[config.mk]
export PLATFORM = sky130hd
export DESIGN_NAME = mac_layer_sequencer_flat
export DESIGN_NICKNAME = d
export VERILOG_FILES = /design/src/rtl/mac_layer_sequencer_if.sv /design/src/rtl/mac_layer_sequencer.sv /design/src/flat_wrapper.sv
export SDC_FILE = /design/constraint.sdc
export NUM_CORES = 1
export LEC_CHECK = 0
export CAP_MARGIN = 20
export CORE_MARGIN = 2
export CORE_UTILIZATION = 52
export DETAILED_ROUTE_END_ITERATION = 6
export HOLD_SLACK_MARGIN = 0.12
export PLACE_DENSITY = 0.73
export RECOVER_POWER = 25
export SETUP_SLACK_MARGIN = 0.3
export SYNTH_ARGS = -nofsm -noshare
export SYNTH_HDL_FRONTEND = slang
export SYNTH_SLANG_ARGS = --single-unit
[constraint.sdc]
create_clock -name clk -period 6.97 [get_ports clk]
set_input_delay 1.394 -clock clk [delete_from_list [all_inputs] [get_ports clk]]
set_output_delay 1.394 -clock clk [all_outputs]
set_load 0.01 [all_outputs]
[src/rtl/mac_layer_sequencer_if.sv]
// Bundles the run handshake and the memory/MAC control bus of the layer sequencer.
// The master side is the sequencer; the slave side is the surrounding datapath.
interface mac_layer_sequencer_if #(
  parameter int AW = 8,
  parameter int DW = 8
) ();
  logic          start;
  logic [DW-1:0] instr_data;
  logic          busy;
  logic          done;
  logic [AW-1:0] instr_addr;
  logic [AW-1:0] neuro_rd_addr;
  logic [AW-1:0] weight_rd_addr;
  logic          mac_en;
  logic          mac_first;
  logic          neuro_wr_en;
  logic [AW-1:0] neuro_wr_addr;

  modport master (
    input  start,
    input  instr_data,
    output busy,
    output done,
    output instr_addr,
    output neuro_rd_addr,
    output weight_rd_addr,
    output mac_en,
    output mac_first,
    output neuro_wr_en,
    output neuro_wr_addr
  );

  modport slave (
    output start,
    output instr_data,
    input  busy,
    input  done,
    input  instr_addr,
    input  neuro_rd_addr,
    input  weight_rd_addr,
    input  mac_en,
    input  mac_first,
    input  neuro_wr_en,
    input  neuro_wr_addr
  );
endinterface

[src/rtl/mac_layer_sequencer.sv]
// Walks the layer-width table and drives neuron RAM, weight ROM and MAC controls
// for a whole feed-forward run. Terms are issued one per cycle; the MAC controls
// and write-backs travel through delay lines matching the memory/MAC latency.
module mac_layer_sequencer #(
  parameter int AW  = 8,
  parameter int DW  = 8,
  parameter int LAT = 2
) (
  input logic                   clk,
  input logic                   reset,
  mac_layer_sequencer_if.master bus
);

  localparam int DCW = $clog2(LAT + 1) + 1;

  typedef enum logic [2:0] {
    S_IDLE,
    S_LOAD,
    S_FETCH,
    S_RUN,
    S_DRAIN,
    S_DONE
  } state_t;

  state_t         state_reg, state_next;
  logic [AW-1:0]  ip_reg, ip_next;
  logic [DW-1:0]  nprev_reg, nprev_next;
  logic [DW-1:0]  ncur_reg, ncur_next;
  logic [DW-1:0]  in_cnt_reg, in_cnt_next;
  logic [DW-1:0]  out_cnt_reg, out_cnt_next;
  logic [AW-1:0]  rd_base_reg, rd_base_next;
  logic [AW-1:0]  wr_ptr_reg, wr_ptr_next;
  logic [AW-1:0]  w_ptr_reg, w_ptr_next;
  logic [DCW-1:0] drain_cnt_reg, drain_cnt_next;
  logic           last_layer_reg, last_layer_next;
  logic           busy_reg, busy_next;
  logic           done_reg, done_next;
  logic [AW-1:0]  rd_addr_reg, rd_addr_next;
  logic [AW-1:0]  w_addr_reg, w_addr_next;

  // Per-term information entering the delay lines this cycle.
  logic           iss_valid;
  logic           iss_first;
  logic           iss_last;
  logic [AW-1:0]  iss_waddr;

  // Delay lines: stage k holds what becomes visible k cycles after the issue stage.
  logic           en_pipe_reg    [0:LAT];
  logic           first_pipe_reg [0:LAT];
  logic           wr_pipe_reg    [0:LAT+1];
  logic [AW-1:0]  wa_pipe_reg    [0:LAT+1];

  logic term_last;
  logic neuron_last;

  assign term_last   = (in_cnt_reg == nprev_reg - DW'(1));
  assign neuron_last = (out_cnt_reg == ncur_reg - DW'(1));

  // State, counters and registered address outputs.
  always_ff @(posedge clk or negedge reset) begin
    if (!reset) begin
      state_reg      <= S_IDLE;
      ip_reg         <= '0;
      nprev_reg      <= '0;
      ncur_reg       <= '0;
      in_cnt_reg     <= '0;
      out_cnt_reg    <= '0;
      rd_base_reg    <= '0;
      wr_ptr_reg     <= '0;
      w_ptr_reg      <= '0;
      drain_cnt_reg  <= '0;
      last_layer_reg <= 1'b0;
      busy_reg       <= 1'b0;
      done_reg       <= 1'b0;
      rd_addr_reg    <= '0;
      w_addr_reg     <= '0;
    end else begin
      state_reg      <= state_next;
      ip_reg         <= ip_next;
      nprev_reg      <= nprev_next;
      ncur_reg       <= ncur_next;
      in_cnt_reg     <= in_cnt_next;
      out_cnt_reg    <= out_cnt_next;
      rd_base_reg    <= rd_base_next;
      wr_ptr_reg     <= wr_ptr_next;
      w_ptr_reg      <= w_ptr_next;
      drain_cnt_reg  <= drain_cnt_next;
      last_layer_reg <= last_layer_next;
      busy_reg       <= busy_next;
      done_reg       <= done_next;
      rd_addr_reg    <= rd_addr_next;
      w_addr_reg     <= w_addr_next;
    end
  end

  // Next-state logic: table walk, term issue and layer bookkeeping.
  always_comb begin
    state_next      = state_reg;
    ip_next         = ip_reg;
    nprev_next      = nprev_reg;
    ncur_next       = ncur_reg;
    in_cnt_next     = in_cnt_reg;
    out_cnt_next    = out_cnt_reg;
    rd_base_next    = rd_base_reg;
    wr_ptr_next     = wr_ptr_reg;
    w_ptr_next      = w_ptr_reg;
    drain_cnt_next  = drain_cnt_reg;
    last_layer_next = last_layer_reg;
    busy_next       = busy_reg;
    done_next       = 1'b0;
    rd_addr_next    = rd_addr_reg;
    w_addr_next     = w_addr_reg;
    iss_valid       = 1'b0;
    iss_first       = 1'b0;
    iss_last        = 1'b0;
    iss_waddr       = '0;

    unique case (state_reg)
      S_IDLE: begin
        busy_next = 1'b0;
        // done_reg is still high on the cycle the done pulse is visible;
        // a start coinciding with it belongs to the finished run.
        if (bus.start && !done_reg) begin
          state_next = S_LOAD;
          busy_next  = 1'b1;
        end
      end

      S_LOAD: begin
        if (bus.instr_data == '0) begin
          state_next = S_DONE;
        end else begin
          nprev_next      = bus.instr_data;
          rd_base_next    = '0;
          wr_ptr_next     = AW'(bus.instr_data);
          w_ptr_next      = '0;
          ip_next         = AW'(1);
          last_layer_next = 1'b0;
          state_next      = S_FETCH;
        end
      end

      S_FETCH: begin
        if (bus.instr_data == '0) begin
          state_next = S_DONE;
        end else begin
          ncur_next       = bus.instr_data;
          ip_next         = ip_reg + AW'(1);
          // Table index about to wrap: this is the final layer.
          last_layer_next = (ip_reg == '1);
          in_cnt_next     = '0;
          out_cnt_next    = '0;
          state_next      = S_RUN;
        end
      end

      S_RUN: begin
        rd_addr_next = rd_base_reg + AW'(in_cnt_reg);
        w_addr_next  = w_ptr_reg;
        w_ptr_next   = w_ptr_reg + AW'(1);
        iss_valid    = 1'b1;
        iss_first    = (in_cnt_reg == '0);
        iss_last     = term_last;
        if (term_last) begin
          iss_waddr    = wr_ptr_reg + AW'(out_cnt_reg);
          in_cnt_next  = '0;
          out_cnt_next = out_cnt_reg + DW'(1);
          if (neuron_last) begin
            // Layer complete: its outputs become the next layer's inputs.
            rd_base_next   = wr_ptr_reg;
            wr_ptr_next    = wr_ptr_reg + AW'(ncur_reg);
            nprev_next     = ncur_reg;
            drain_cnt_next = '0;
            state_next     = S_DRAIN;
          end
        end else begin
          in_cnt_next = in_cnt_reg + DW'(1);
        end
      end

      S_DRAIN: begin
        // Wait until the last write-back of the layer has landed.
        if (drain_cnt_reg == DCW'(LAT)) begin
          state_next = last_layer_reg ? S_DONE : S_FETCH;
        end else begin
          drain_cnt_next = drain_cnt_reg + DCW'(1);
        end
      end

      S_DONE: begin
        done_next  = 1'b1;
        state_next = S_IDLE;
      end

      default: begin
        state_next = S_IDLE;
      end
    endcase
  end

  // Issue stage of the delay lines.
  always_ff @(posedge clk or negedge reset) begin
    if (!reset) begin
      en_pipe_reg[0]    <= 1'b0;
      first_pipe_reg[0] <= 1'b0;
      wr_pipe_reg[0]    <= 1'b0;
      wa_pipe_reg[0]    <= '0;
    end else begin
      en_pipe_reg[0]    <= iss_valid;
      first_pipe_reg[0] <= iss_first;
      wr_pipe_reg[0]    <= iss_last;
      wa_pipe_reg[0]    <= iss_waddr;
    end
  end

  genvar gi;
  generate
    for (gi = 1; gi <= LAT; gi++) begin : g_mac_pipe
      // MAC enable/first advance one stage per cycle toward operand arrival.
      always_ff @(posedge clk or negedge reset) begin
        if (!reset) begin
          en_pipe_reg[gi]    <= 1'b0;
          first_pipe_reg[gi] <= 1'b0;
        end else begin
          en_pipe_reg[gi]    <= en_pipe_reg[gi-1];
          first_pipe_reg[gi] <= first_pipe_reg[gi-1];
        end
      end
    end

    for (gi = 1; gi <= LAT + 1; gi++) begin : g_wr_pipe
      // Write-back strobe and address trail the MAC by one extra stage.
      always_ff @(posedge clk or negedge reset) begin
        if (!reset) begin
          wr_pipe_reg[gi] <= 1'b0;
          wa_pipe_reg[gi] <= '0;
        end else begin
          wr_pipe_reg[gi] <= wr_pipe_reg[gi-1];
          wa_pipe_reg[gi] <= wa_pipe_reg[gi-1];
        end
      end
    end
  endgenerate

  assign bus.busy           = busy_reg;
  assign bus.done           = done_reg;
  assign bus.instr_addr     = (state_reg == S_IDLE || state_reg == S_LOAD) ? '0 : ip_reg;
  assign bus.neuro_rd_addr  = rd_addr_reg;
  assign bus.weight_rd_addr = w_addr_reg;
  assign bus.mac_en         = en_pipe_reg[LAT];
  assign bus.mac_first      = first_pipe_reg[LAT];
  assign bus.neuro_wr_en    = wr_pipe_reg[LAT+1];
  assign bus.neuro_wr_addr  = wa_pipe_reg[LAT+1];

endmodule

[src/flat_wrapper.sv]
// flat-port wrapper written by rule: the top's interface ports become plain ports
module mac_layer_sequencer_flat 
#(
  parameter int AW  = 8,
  parameter int DW  = 8,
  parameter int LAT = 2
)
  (clk, reset, bus_start, bus_instr_data, bus_busy, bus_done, bus_instr_addr, bus_neuro_rd_addr, bus_weight_rd_addr, bus_mac_en, bus_mac_first, bus_neuro_wr_en, bus_neuro_wr_addr);
  mac_layer_sequencer_if #(.AW(AW), .DW(DW)) bus_i ();
  input logic clk;
  input logic reset;
  input wire logic [$bits(bus_i.start)-1:0] bus_start;
  input wire logic [$bits(bus_i.instr_data)-1:0] bus_instr_data;
  output wire logic [$bits(bus_i.busy)-1:0] bus_busy;
  output wire logic [$bits(bus_i.done)-1:0] bus_done;
  output wire logic [$bits(bus_i.instr_addr)-1:0] bus_instr_addr;
  output wire logic [$bits(bus_i.neuro_rd_addr)-1:0] bus_neuro_rd_addr;
  output wire logic [$bits(bus_i.weight_rd_addr)-1:0] bus_weight_rd_addr;
  output wire logic [$bits(bus_i.mac_en)-1:0] bus_mac_en;
  output wire logic [$bits(bus_i.mac_first)-1:0] bus_mac_first;
  output wire logic [$bits(bus_i.neuro_wr_en)-1:0] bus_neuro_wr_en;
  output wire logic [$bits(bus_i.neuro_wr_addr)-1:0] bus_neuro_wr_addr;
  assign bus_i.start = bus_start;
  assign bus_i.instr_data = bus_instr_data;
  assign bus_busy = bus_i.busy;
  assign bus_done = bus_i.done;
  assign bus_instr_addr = bus_i.instr_addr;
  assign bus_neuro_rd_addr = bus_i.neuro_rd_addr;
  assign bus_weight_rd_addr = bus_i.weight_rd_addr;
  assign bus_mac_en = bus_i.mac_en;
  assign bus_mac_first = bus_i.mac_first;
  assign bus_neuro_wr_en = bus_i.neuro_wr_en;
  assign bus_neuro_wr_addr = bus_i.neuro_wr_addr;
  mac_layer_sequencer #(.AW(AW), .DW(DW), .LAT(LAT)) u_core (.clk(clk), .reset(reset), .bus(bus_i));
endmodule
==> out/metrics.cfg, run 1 <==
[cts]
cts_made_buffers=17
cts_setup_buffers=0
clock-root-buffer=clkbuf_16
holdBufCountCts=0
clockBufferDepth=2
cts_sinks=131
cts_tree=built
clkTransAtPathRegs_ns=0.06
clk_latency_ns=0.42
cts.htree.levels=4
cts.repair.resized=0

[placement]
io_buffers=47
dp_cells=834
gp_congestion=0.932
dp_hpwl_mm=9.61
pre_cts_ws_ns=3.19

[synth]
syn_nets=693
yosys_warnings=0
synth-seq-cells=131
synth_edf_count=0
yosysSeqAreaShare=0.503
synth_cell_type_count=62
avgSynthCellArea_um2=10.0
netlist_area_mm2=0.00651
syn_inst=649
async_flop_share=1.00
synth_ff_type=dfrtp_1

[finish]
stdcell_count=864
multi_input_area_mm2=0.00297
layout_commonest_cell=dfrtp_1
drive_above_1_share=0.0675
final-seq-area_mm2=0.00328
largest_reg_flops=24
final_cell_mix=dfrtp_1 (131), nand2_1 (94), o21ai_0 (50)
antenna_cells=0
num-fill-cells=988
synthToLayoutAreaGrowth_pct=17.8
nNetsFinal=730

[timing]
postLayoutSetupSlackWorst_ns=3.18
clock-skew-final_ns=0.00634
worst_pin_slew_ns=1.55
setup_tns_ns=0
rsz0062_at_grt=no
finalCritPeriodShare=0.544
timing.slew.headroom=-0.0320
max_freq_mhz=264
hold_violations=0
final-setup-viol-count=0
finalCriticalPeriod_ns=3.79
slew_viol_final=28

[routing]
wire_per_inst_um=16.1
avgViaCountPerCell=5.68
drc=0
dr.pass1.iters=4
ant_nets=0
num_vias=4906
drt_iter0_drc=316
routed_wl_mm=13.9

[grt]
grt_max_degree=85
antenna_found_initial=0
first_global_vias=4784
grt_overflow_total=0
grt_usage=0.229
grt_pass1_wl_mm=23.6

[pwr]
power_density_mw_per_mm2=410
internal_power_mw=1.99
worst_ir_drop_vdd_uv=300
clock_power_share=0.286
p_comb_frac=0.357
p_leak_nw=3.60
p_seq_frac=0.357
netSwitchingPower_mw=1.16
p_total_mw=3.15
sw_frac_of_total=0.369

[floorplan]
die_w_um=116
die_h_um=116
fp-row-count=40
start_util=0.538
core_mm2=0.0121
io_pins=48
fp.dieArea_mm2=0.0134

[worst_setup_path]
rr_endpoint=u_core.wr_ptr_reg[2]
cp-end-kind=register
path_max_fanout=17
critPathKind=register to register
reg2reg_slack_ns=3.18
critPathArrivalTime_ns=4.09
rr_worst_depth=9
start_kind=register
rr_startpoint=u_core.nprev_reg[0]
crit_required_ns=7.27

[worst_hold_path]
hp-class=register to register
hold_end=u_core.bus.neuro_wr_addr[1]
whs_path_depth=0
min_from=u_core.wa_pipe_reg[9]

[run_status]
violations=capacitance limit, slew limit
status=finished with violations

[job]
maxCapViolCount=1

worst max path at each step:
stage / cells past startpoint / endpoint / slack, ns / start
floorplan: 7 / u_core.nprev_reg[3] / 4.15 / bus_instr_data[1]
global placement: 6 / u_core.wr_ptr_reg[2] / 3.23 / bus_instr_data[1]
detailed placement: 6 / u_core.wr_ptr_reg[4] / 3.19 / bus_instr_data[1]
CTS: 9 / u_core.wr_ptr_reg[2] / 3.20 / u_core.nprev_reg[0]
global route: 9 / u_core.wr_ptr_reg[4] / 2.95 / u_core.nprev_reg[0]
finish: 9 / u_core.wr_ptr_reg[2] / 3.18 / u_core.nprev_reg[0]
stage by stage:
step	hold WS, ns	util	instance area [um^2]
6_report	0.345	0.634	7670
5_1_grt	0.351	0.634	7670
4_1_cts	0.347	0.632	7650
3_5_place_dp	0.335	0.582	7050
3_3_place_gp	0.333	0.582	7050
2_1_floorplan	0.331	-	6510
worst max-delay path, stage by stage (launching register included):
cell      delay (ns)
dfrtp_1         0.42
inv_1           0.08
ha_1            0.20
or3b_1          0.41
or4_1           0.50
a22oi_2         0.21
o211ai_2        0.35
nor3_4          0.58
or2_1           0.53
mux2_1          0.38
power by group through the flow:
stage | clock [mW] | sequential [mW] | combinational, mW
4_1_cts | 0.910 | 1.12 | 1.12
3_3_place_gp | 0 | 1.12 | 1.06
5_1_grt | 0.953 | 1.15 | 1.26
6_report | 0.900 | 1.12 | 1.12
3_5_place_dp | 0 | 1.13 | 1.11
2_1_floorplan | 0 | 1.06 | 0.853
logic make-up (layout without fill, tap and decap cells):
group,count (synthesis),after routing,synth area share
AND/OR/NAND/NOR,238,238,0.175
AO/OA/AOI/OAI,137,137,0.142
flip-flops,131,131,0.503
buffers and inverters,59,106,0.0411
XOR/XNOR,41,41,0.0551
adder cells (fa/ha/maj),34,34,0.0684
multiplexers,9,9,0.0150
Yosys cell counts (all sizes together), types with 5 or more instances:
| master | count | area (um^2) |
|---|---|---|
| nor4 | 7 | 43.8 |
| nor2b | 13 | 81.3 |
| and3 | 19 | 119 |
| nand4 | 6 | 37.5 |
| a221o | 6 | 60.1 |
| nand2 | 94 | 353 |
| a21o | 8 | 60.1 |
| o22a | 18 | 158 |
| ha | 30 | 375 |
| o21ai | 50 | 250 |
| buf | 18 | 114 |
| xor2 | 21 | 184 |
| nor3 | 16 | 96.4 |
| dfrtp | 131 | 3280 |
| nand3 | 13 | 65.1 |
| a31oi | 5 | 31.3 |
| nand2b | 6 | 37.5 |
| o31ai | 5 | 37.5 |
| inv | 25 | 93.8 |
| mux2 | 6 | 67.6 |
| a21oi | 17 | 85.1 |
| clkbuf | 16 | 60.1 |
| nor2 | 45 | 171 |
| xnor2 | 20 | 175 |
final cells by class:
cell class | instances | share of cell area
Inverter | 25 | 0.0122
Multi-Input combinational cell | 459 | 0.387
Clock buffer | 20 | 0.0608
Sequential cell | 131 | 0.427
Tap cell | 168 | 0.0274
Clock inverter | 9 | 0.0171
Timing Repair Buffer | 52 | 0.0680
per-layer routing:
metal / routed length, um / GRT usage / vias to the layer above
met5: 0 / 0 / -
met4: 341 / 0.106 / 0
li1: - / - / 2343
met2: 6550 / 0.359 / 154
met3: 671 / 0.0450 / 27
met1: 6330 / 0.311 / 2382
Power figures use the tool's default switching activity.
==> inputs of run 2 (changes only) <==
Clock period 6.97 ns to 3.6 ns, I/O delays scaled along.
==> run 2 against run 1 <==
The run still ends with capacitance limit, slew limit left. Wire length is 1.1% higher. Combinational power is 98% higher. Via count is 0.75% higher. Highest routed layer unchanged.
==> out/metrics.cfg, run 2 (synthesized netlist as in run 1, its figures left out) <==
[grt]
grt_pass1_wl_mm=24.0  ; +1.5%
grt_overflow_total=0  ; unchanged
first_global_vias=4851  ; +1.4%
antenna_found_initial=0  ; unchanged
grt_max_degree=132  ; +55%
grt_usage=0.232  ; +0.00208

[timing]
finalCritPeriodShare=0.853  ; +0.309
slew_viol_final=132  ; +370%
clock-skew-final_ns=0.00711  ; +0.000771 ns
timing.slew.headroom=-0.167  ; -0.135
final-setup-viol-count=0  ; unchanged
finalCriticalPeriod_ns=3.07  ; -0.723 ns
rsz0062_at_grt=no
worst_pin_slew_ns=1.75  ; +0.202 ns
hold_violations=0  ; unchanged
postLayoutSetupSlackWorst_ns=0.529  ; -2.65 ns
setup_tns_ns=0  ; unchanged
max_freq_mhz=326  ; +24%

[worst_setup_path]
crit_family=simple AND/OR/NAND/NOR gates
rr_startpoint=u_core.nprev_reg[0]
cp-end-kind=register
path_max_fanout=14  ; -3
crit_required_ns=3.90  ; -3.37 ns
cp_slowest_cell=or4_1
critPathMaxStageDelay_ns=0.50  ; -0.08 ns
rr_worst_depth=9  ; unchanged
crit_chain=inv_1, ha_1, or3b_1, or4_1, a22oi_2, o211ai_4, nor3_4, or2_1, mux2_1
critPathArrivalTime_ns=3.37  ; -0.72 ns
start_kind=register
critPathKind=register to register
cp-startpoint=u_core.nprev_reg[0]
path_buf_inv=1  ; unchanged
cp.depth=9  ; unchanged

[run_status]
violations=capacitance limit, slew limit
status=finished with violations

[finish]
postLayoutCellArea_mm2=0.00774  ; +0.80%
final_cell_mix=dfrtp_1 (131), nand2_1 (94), o21ai_0 (50)
layout_commonest_cell=dfrtp_1
nNetsFinal=734  ; +0.55%
drive_above_1_share=0.0782  ; +0.0107
antenna_cells=0  ; unchanged
synthToLayoutAreaGrowth_pct=18.8
largest_reg_flops=24  ; unchanged

[cts]
clockBufferDepth=2  ; unchanged
cts.htree.levels=4  ; unchanged
cts_setup_buffers=0  ; unchanged
cts_tree=built
clkTransAtPathRegs_ns=0.06  ; about the same
clk_latency_ns=0.42  ; about the same
cts_made_buffers=17  ; unchanged
clock-root-buffer=clkbuf_16
cts_sinks=131  ; unchanged

[pwr]
worst_ir_drop_vdd_uv=482  ; +61%
power_density_mw_per_mm2=806  ; +96%
p_total_mw=6.23  ; +98%
p_leak_nw=3.62  ; +0.48%

[floorplan]
die_w_um=116  ; unchanged
fp-row-count=40  ; unchanged
start_util=0.538  ; unchanged
io_pins=48  ; unchanged
die_h_um=116  ; unchanged
fp.dieArea_mm2=0.0134  ; unchanged
core_mm2=0.0121  ; unchanged

[placement]
gp_congestion=0.912  ; -2.1%
io_buffers=47  ; unchanged
pre_cts_ws_ns=0.418  ; -2.77 ns
placed_cell_area_mm2=0.00710  ; +0.71%
dp_hpwl_mm=9.64  ; +0.26%

[routing]
routed_wl_mm=14.1  ; +1.1%
dr.pass1.iters=5  ; +1
wire_per_inst_um=16.1  ; +0.32%
ant_nets=0  ; unchanged
drc=0  ; unchanged
num_vias=4943  ; +0.75%
avgViaCountPerCell=5.68  ; about the same
drt_iter0_drc=289  ; -8.5%

[worst_hold_path]
min_from=u_core.wa_pipe_reg[10]
hp-class=register to register
whs_path_depth=0  ; unchanged

[job]
maxCapViolCount=1  ; unchanged

==> run 2: final cells by class <==
type / count / area [um^2]
Clock buffer: 20 / 457
Sequential cell: 131 / 3280
Multi-Input combinational cell: 459 / 2980
Fill cell: 1015 / 4380
Clock inverter: 12 / 179
Inverter: 25 / 93.8
Timing Repair Buffer: 56 / 536
Tap cell: 168 / 210
==> run 2: per-layer routing <==
layer  vias up  part of all wire  track usage
li1       2355                 -            -
met1      2435              0.46        0.307
met2       130              0.48        0.364
met3        23             0.041       0.0513
met4         0             0.023        0.110
met5         -                 0            0
==> run 2: worst paths after layout <==
| path | end | slack, ns |
|---|---|---|
| hold reg to reg | u_core.bus.neuro_wr_addr[2] | 0.34 |
| setup reg to reg | u_core.wr_ptr_reg[2] | 0.53 |
| setup / recovery | u_core.wr_ptr_reg[2] | 0.53 |
| min in group asynchronous | u_core.bus.neuro_wr_addr[3] | 0.88 |
| max in group asynchronous | u_core.bus.neuro_rd_addr[0] | 1.61 |
| hold / removal | u_core.bus.neuro_wr_addr[2] | 0.34 |
==> run 2: through the flow <==
stage	utilization	hold WS, ns	std cells
after floorplan	-	0.331	649
after global placement	0.586	0.331	839
after detailed placement	0.586	0.335	839
after CTS	0.639	0.347	871
after global routing	0.639	0.354	871
final	0.639	0.344	871
==> run 2: worst register-to-register path: cells and delay by family, from the launching register on <==
| kind | cells | cell delay [ns] |
|---|---|---|
| simple gates | 4 | 1.45 |
| mux | 1 | 0.36 |
| buf+inv | 1 | 0.08 |
| flops | 1 | 0.42 |
| fa+ha+maj | 1 | 0.20 |
| compound gates | 2 | 0.46 |
==> run 2: where the power goes <==
part           internal, mW  leakage, nW  switching [mW]
Sequential             1.77         1.76           0.411
Combinational         0.967         1.57            1.26
Clock                  1.19        0.291           0.636
Total                  3.93         3.62            2.30
==> run 2: timing repair <==
item / CTS / global route
resized for setup: 0 / 2
hold buffers: 0 / 0
setup endpoints to repair: 0 / 17
==> inputs of run 3 (changes only) <==
Settings changed: ABC_AREA from default to 1, PLACE_DENSITY 0.73 to 0.76.
Clock period 3.6 ns to 2.5 ns, I/O delays scaled along.
==> run 3 against run 2 <==
The run now ends clean. Wire length increased by 12%. Area after synthesis rose by 5.5%. Clock power is 35% higher. Global-route usage shrank 0.25 points. First-iteration DRC count is 94% higher. Flip-flop and latch count unchanged. Critical endpoint is now bus_instr_addr[0]. Largest cell class unchanged. Highest routed layer unchanged.
==> out/metrics.cfg, run 3 <==
[run_status]
status=complete, no violations

[cts]
clockBufferDepth=2  ; unchanged
clk_latency_ns=0.42  ; about the same
clkTransAtPathRegs_ns=0.06  ; about the same
cts_made_buffers=17  ; unchanged
cts_tree=built
cts_sinks=131  ; unchanged
clock-root-buffer=clkbuf_16
cts.htree.levels=4  ; unchanged

[synth]
synth_ff_type=dfrtp_1
synth_top_area_share=0.477  ; -0.0260
synth_cell_type_count=37  ; -40%
ys_top_cells_by_count=nand2_1 (227), dfrtp_1 (131), inv_1 (83), nor2_1 (72), o21ai_0 (47)
yosysSeqAreaShare=0.477  ; -0.0260
synth.most_common_cell=nand2_1
synth_top_area_cell=dfrtp_1
yosys_warnings=0  ; unchanged
synth-seq-cells=131  ; unchanged
netlist_top_cells_area=dfrtp_1 (48%), nand2_1 (12%), ha_1 (5.5%)
synth_edf_count=0  ; unchanged
avgSynthCellArea_um2=8.35  ; -17%
syn_nets=867  ; +25%
async_flop_share=1.00  ; unchanged
netlist_area_mm2=0.00687  ; +5.5%
syn_inst=823  ; +27%

[placement]
dp_hpwl_mm=10.6  ; +9.8%
gp_congestion=0.925  ; +1.4%
dp_cells=1029  ; +23%
io_buffers=47  ; unchanged
pre_cts_ws_ns=0.0281  ; -0.390 ns

[worst_setup_path]
path_max_fanout=8  ; -6
start_kind=register
critPathArrivalTime_ns=1.64  ; -1.73 ns
cp-end-kind=primary output
rr_startpoint=u_core.nprev_reg[0]
crit_required_ns=2.00  ; -1.90 ns
rr_worst_depth=15  ; +6
rr_endpoint=u_core.wr_ptr_reg[3]
reg2reg_slack_ns=0.43  ; -0.10 ns
critPathKind=register to primary output

[pwr]
p_seq_frac=0.307  ; -0.043
worst_ir_drop_vdd_uv=589  ; +22%
clock_power_share=0.251  ; -0.043
p_leak_nw=4.19  ; +16%
netSwitchingPower_mw=4.14  ; +80%
internal_power_mw=5.71  ; +45%
power_density_mw_per_mm2=1180  ; +47%
p_comb_frac=0.442  ; +0.085
sw_frac_of_total=0.420  ; +0.0507

[floorplan]
die_h_um=119  ; +2.6%
start_util=0.538  ; about the same
io_pins=48  ; unchanged
core_mm2=0.0128  ; +5.5%
fp.dieArea_mm2=0.0141  ; +5.3%
fp-row-count=41  ; +2.5%
die_w_um=119  ; +2.6%

[grt]
first_global_vias=5362  ; +11%
grt_overflow_total=0  ; unchanged
grt_usage=0.229  ; -0.00246
grt_max_degree=51  ; -61%
antenna_found_initial=0  ; unchanged
grt_pass1_wl_mm=25.8  ; +7.5%

[routing]
dr.pass1.iters=5  ; unchanged
drc=0  ; unchanged
num_vias=5788  ; +17%
avgViaCountPerCell=5.40  ; -4.8%
ant_nets=0  ; unchanged
routed_wl_mm=15.7  ; +12%
wire_per_inst_um=14.7  ; -8.9%
drt_iter0_drc=562  ; +94%

[timing]
finalCritPeriodShare=0.855
setup_tns_ns=0  ; unchanged
max_freq_mhz=468
clock-skew-final_ns=0.00579  ; -0.00132 ns
hold_violations=0  ; unchanged
rsz0062_at_grt=yes
worst_pin_slew_ns=1.32  ; -0.433 ns
timing.slew.headroom=0.122  ; +0.288
finalCriticalPeriod_ns=2.14
fin_hold_ws_ns=0.345  ; +0.000585 ns
postLayoutSetupSlackWorst_ns=0.362  ; -0.167 ns
final-setup-viol-count=0  ; unchanged
slew_viol_final=0  ; -100%

[finish]
largest_reg_flops=24  ; unchanged
layout_commonest_cell=nand2_1
num-fill-cells=1017  ; +0.20%
fin_util=0.653  ; +0.0146
nNetsFinal=930  ; +27%
drive_above_1_share=0.0990  ; +0.0208
synthToLayoutAreaGrowth_pct=21.5
antenna_cells=0  ; unchanged
stdcell_count=1071  ; +23%
final_cell_mix=nand2_1 (225), dfrtp_1 (130), inv_1 (82)

[worst_hold_path]
whs_path_depth=0  ; unchanged
hold_end=u_core.bus.neuro_wr_addr[4]
hp-class=register to register
min_from=u_core.wa_pipe_reg[12]

[job]
maxCapViolCount=0  ; -1

==> run 3: cell count changes after synthesis, sizes merged, moves of 9 or more <==
cell / before / now
inv: 25 / 89
nor2: 45 / 79
nand2: 94 / 232
and3: 19 / 0
nor2b: 13 / 0
o22a: 18 / 0
clkbuf: 16 / 4
xnor2: 20 / 11
nand4: 6 / 38
nand3: 13 / 42
==> run 3: final cells by class <==
class	count	area [um^2]	area share
flip-flops and latches	131	3280	0.393
clock inverters	11	126	0.0151
multi-input cells	576	3200	0.383
well taps	172	215	0.0258
clock buffers	21	470	0.0564
inverters	90	340	0.0408
repair buffers	70	718	0.0861
==> run 3: power by group through the flow <==
stage                     combinational, mW  sequential (mW)  clock (mW)
after global placement                 3.71             3.01           0
after floorplan                        2.79             2.91           0
after CTS                              3.99             3.01        2.51
after detailed placement               3.81             3.03           0
final                                  4.35             3.03        2.47
after global routing                   4.82             3.07        2.61
==> run 3: through the flow <==
step	area [um^2]	total power, mW
final	8350	9.85
after global routing	8350	10.5
after CTS	8180	9.52
after detailed placement	7510	6.84
after global placement	7510	6.72
after floorplan	6870	5.71
==> run 3: how the worst max path moves through the flow <==
stage                              from  slack (ns)                      end
floorplan            u_core.ncur_reg[1]        0.68     u_core.wr_ptr_reg[1]
finish              u_core.state_reg[1]        0.36        bus_instr_addr[0]
global route         u_core.ncur_reg[0]        0.26     u_core.wr_ptr_reg[6]
detailed placement    bus_instr_data[7]        0.03     u_core.wr_ptr_reg[3]
global placement      bus_instr_data[1]        0.18      u_core.nprev_reg[6]
CTS                  u_core.ncur_reg[0]        0.33  u_core.drain_cnt_reg[2]
==> run 3: logic make-up (layout without fill, tap and decap cells) <==
logic type	after synthesis	in the layout	share of synthesized area
buffers and inverters	119	192	0.0778
DFF	131	131	0.477
xor gates and xnor gates	36	36	0.0459
and+or+nand+nor	410	413	0.261
adders and majority gates	33	33	0.0634
AOI/OAI and AO/OA	94	94	0.0749
==> run 3: timing repair <==
| action | in CTS | in global routing |
|---|---|---|
| buffers inserted | 0 | 5 |
| pin swaps | 2 | 7 |
| resized for setup | 10 | 21 |
| endpoints found under the hold margin | 46 | 0 |
| cloned | 2 | 2 |
| endpoints found under the setup margin | 35 | 46 |
| hold buffers | 1 | 0 |
==> run 3: per-layer routing <==
layer,global-route usage,vias up,routed length [um]
li1,-,2810,-
met3,0.0426,39,902
met2,0.365,235,7460
met4,0.105,0,444
met5,0,-,0
met1,0.304,2704,6940
==> run 3: worst max-delay path, stage by stage, from the launching register on <==
cell,delay (ns)
dfrtp_2,0.44
nor2_4,0.22
nor2_1,0.07
clkdlybuf4s50_1,0.48
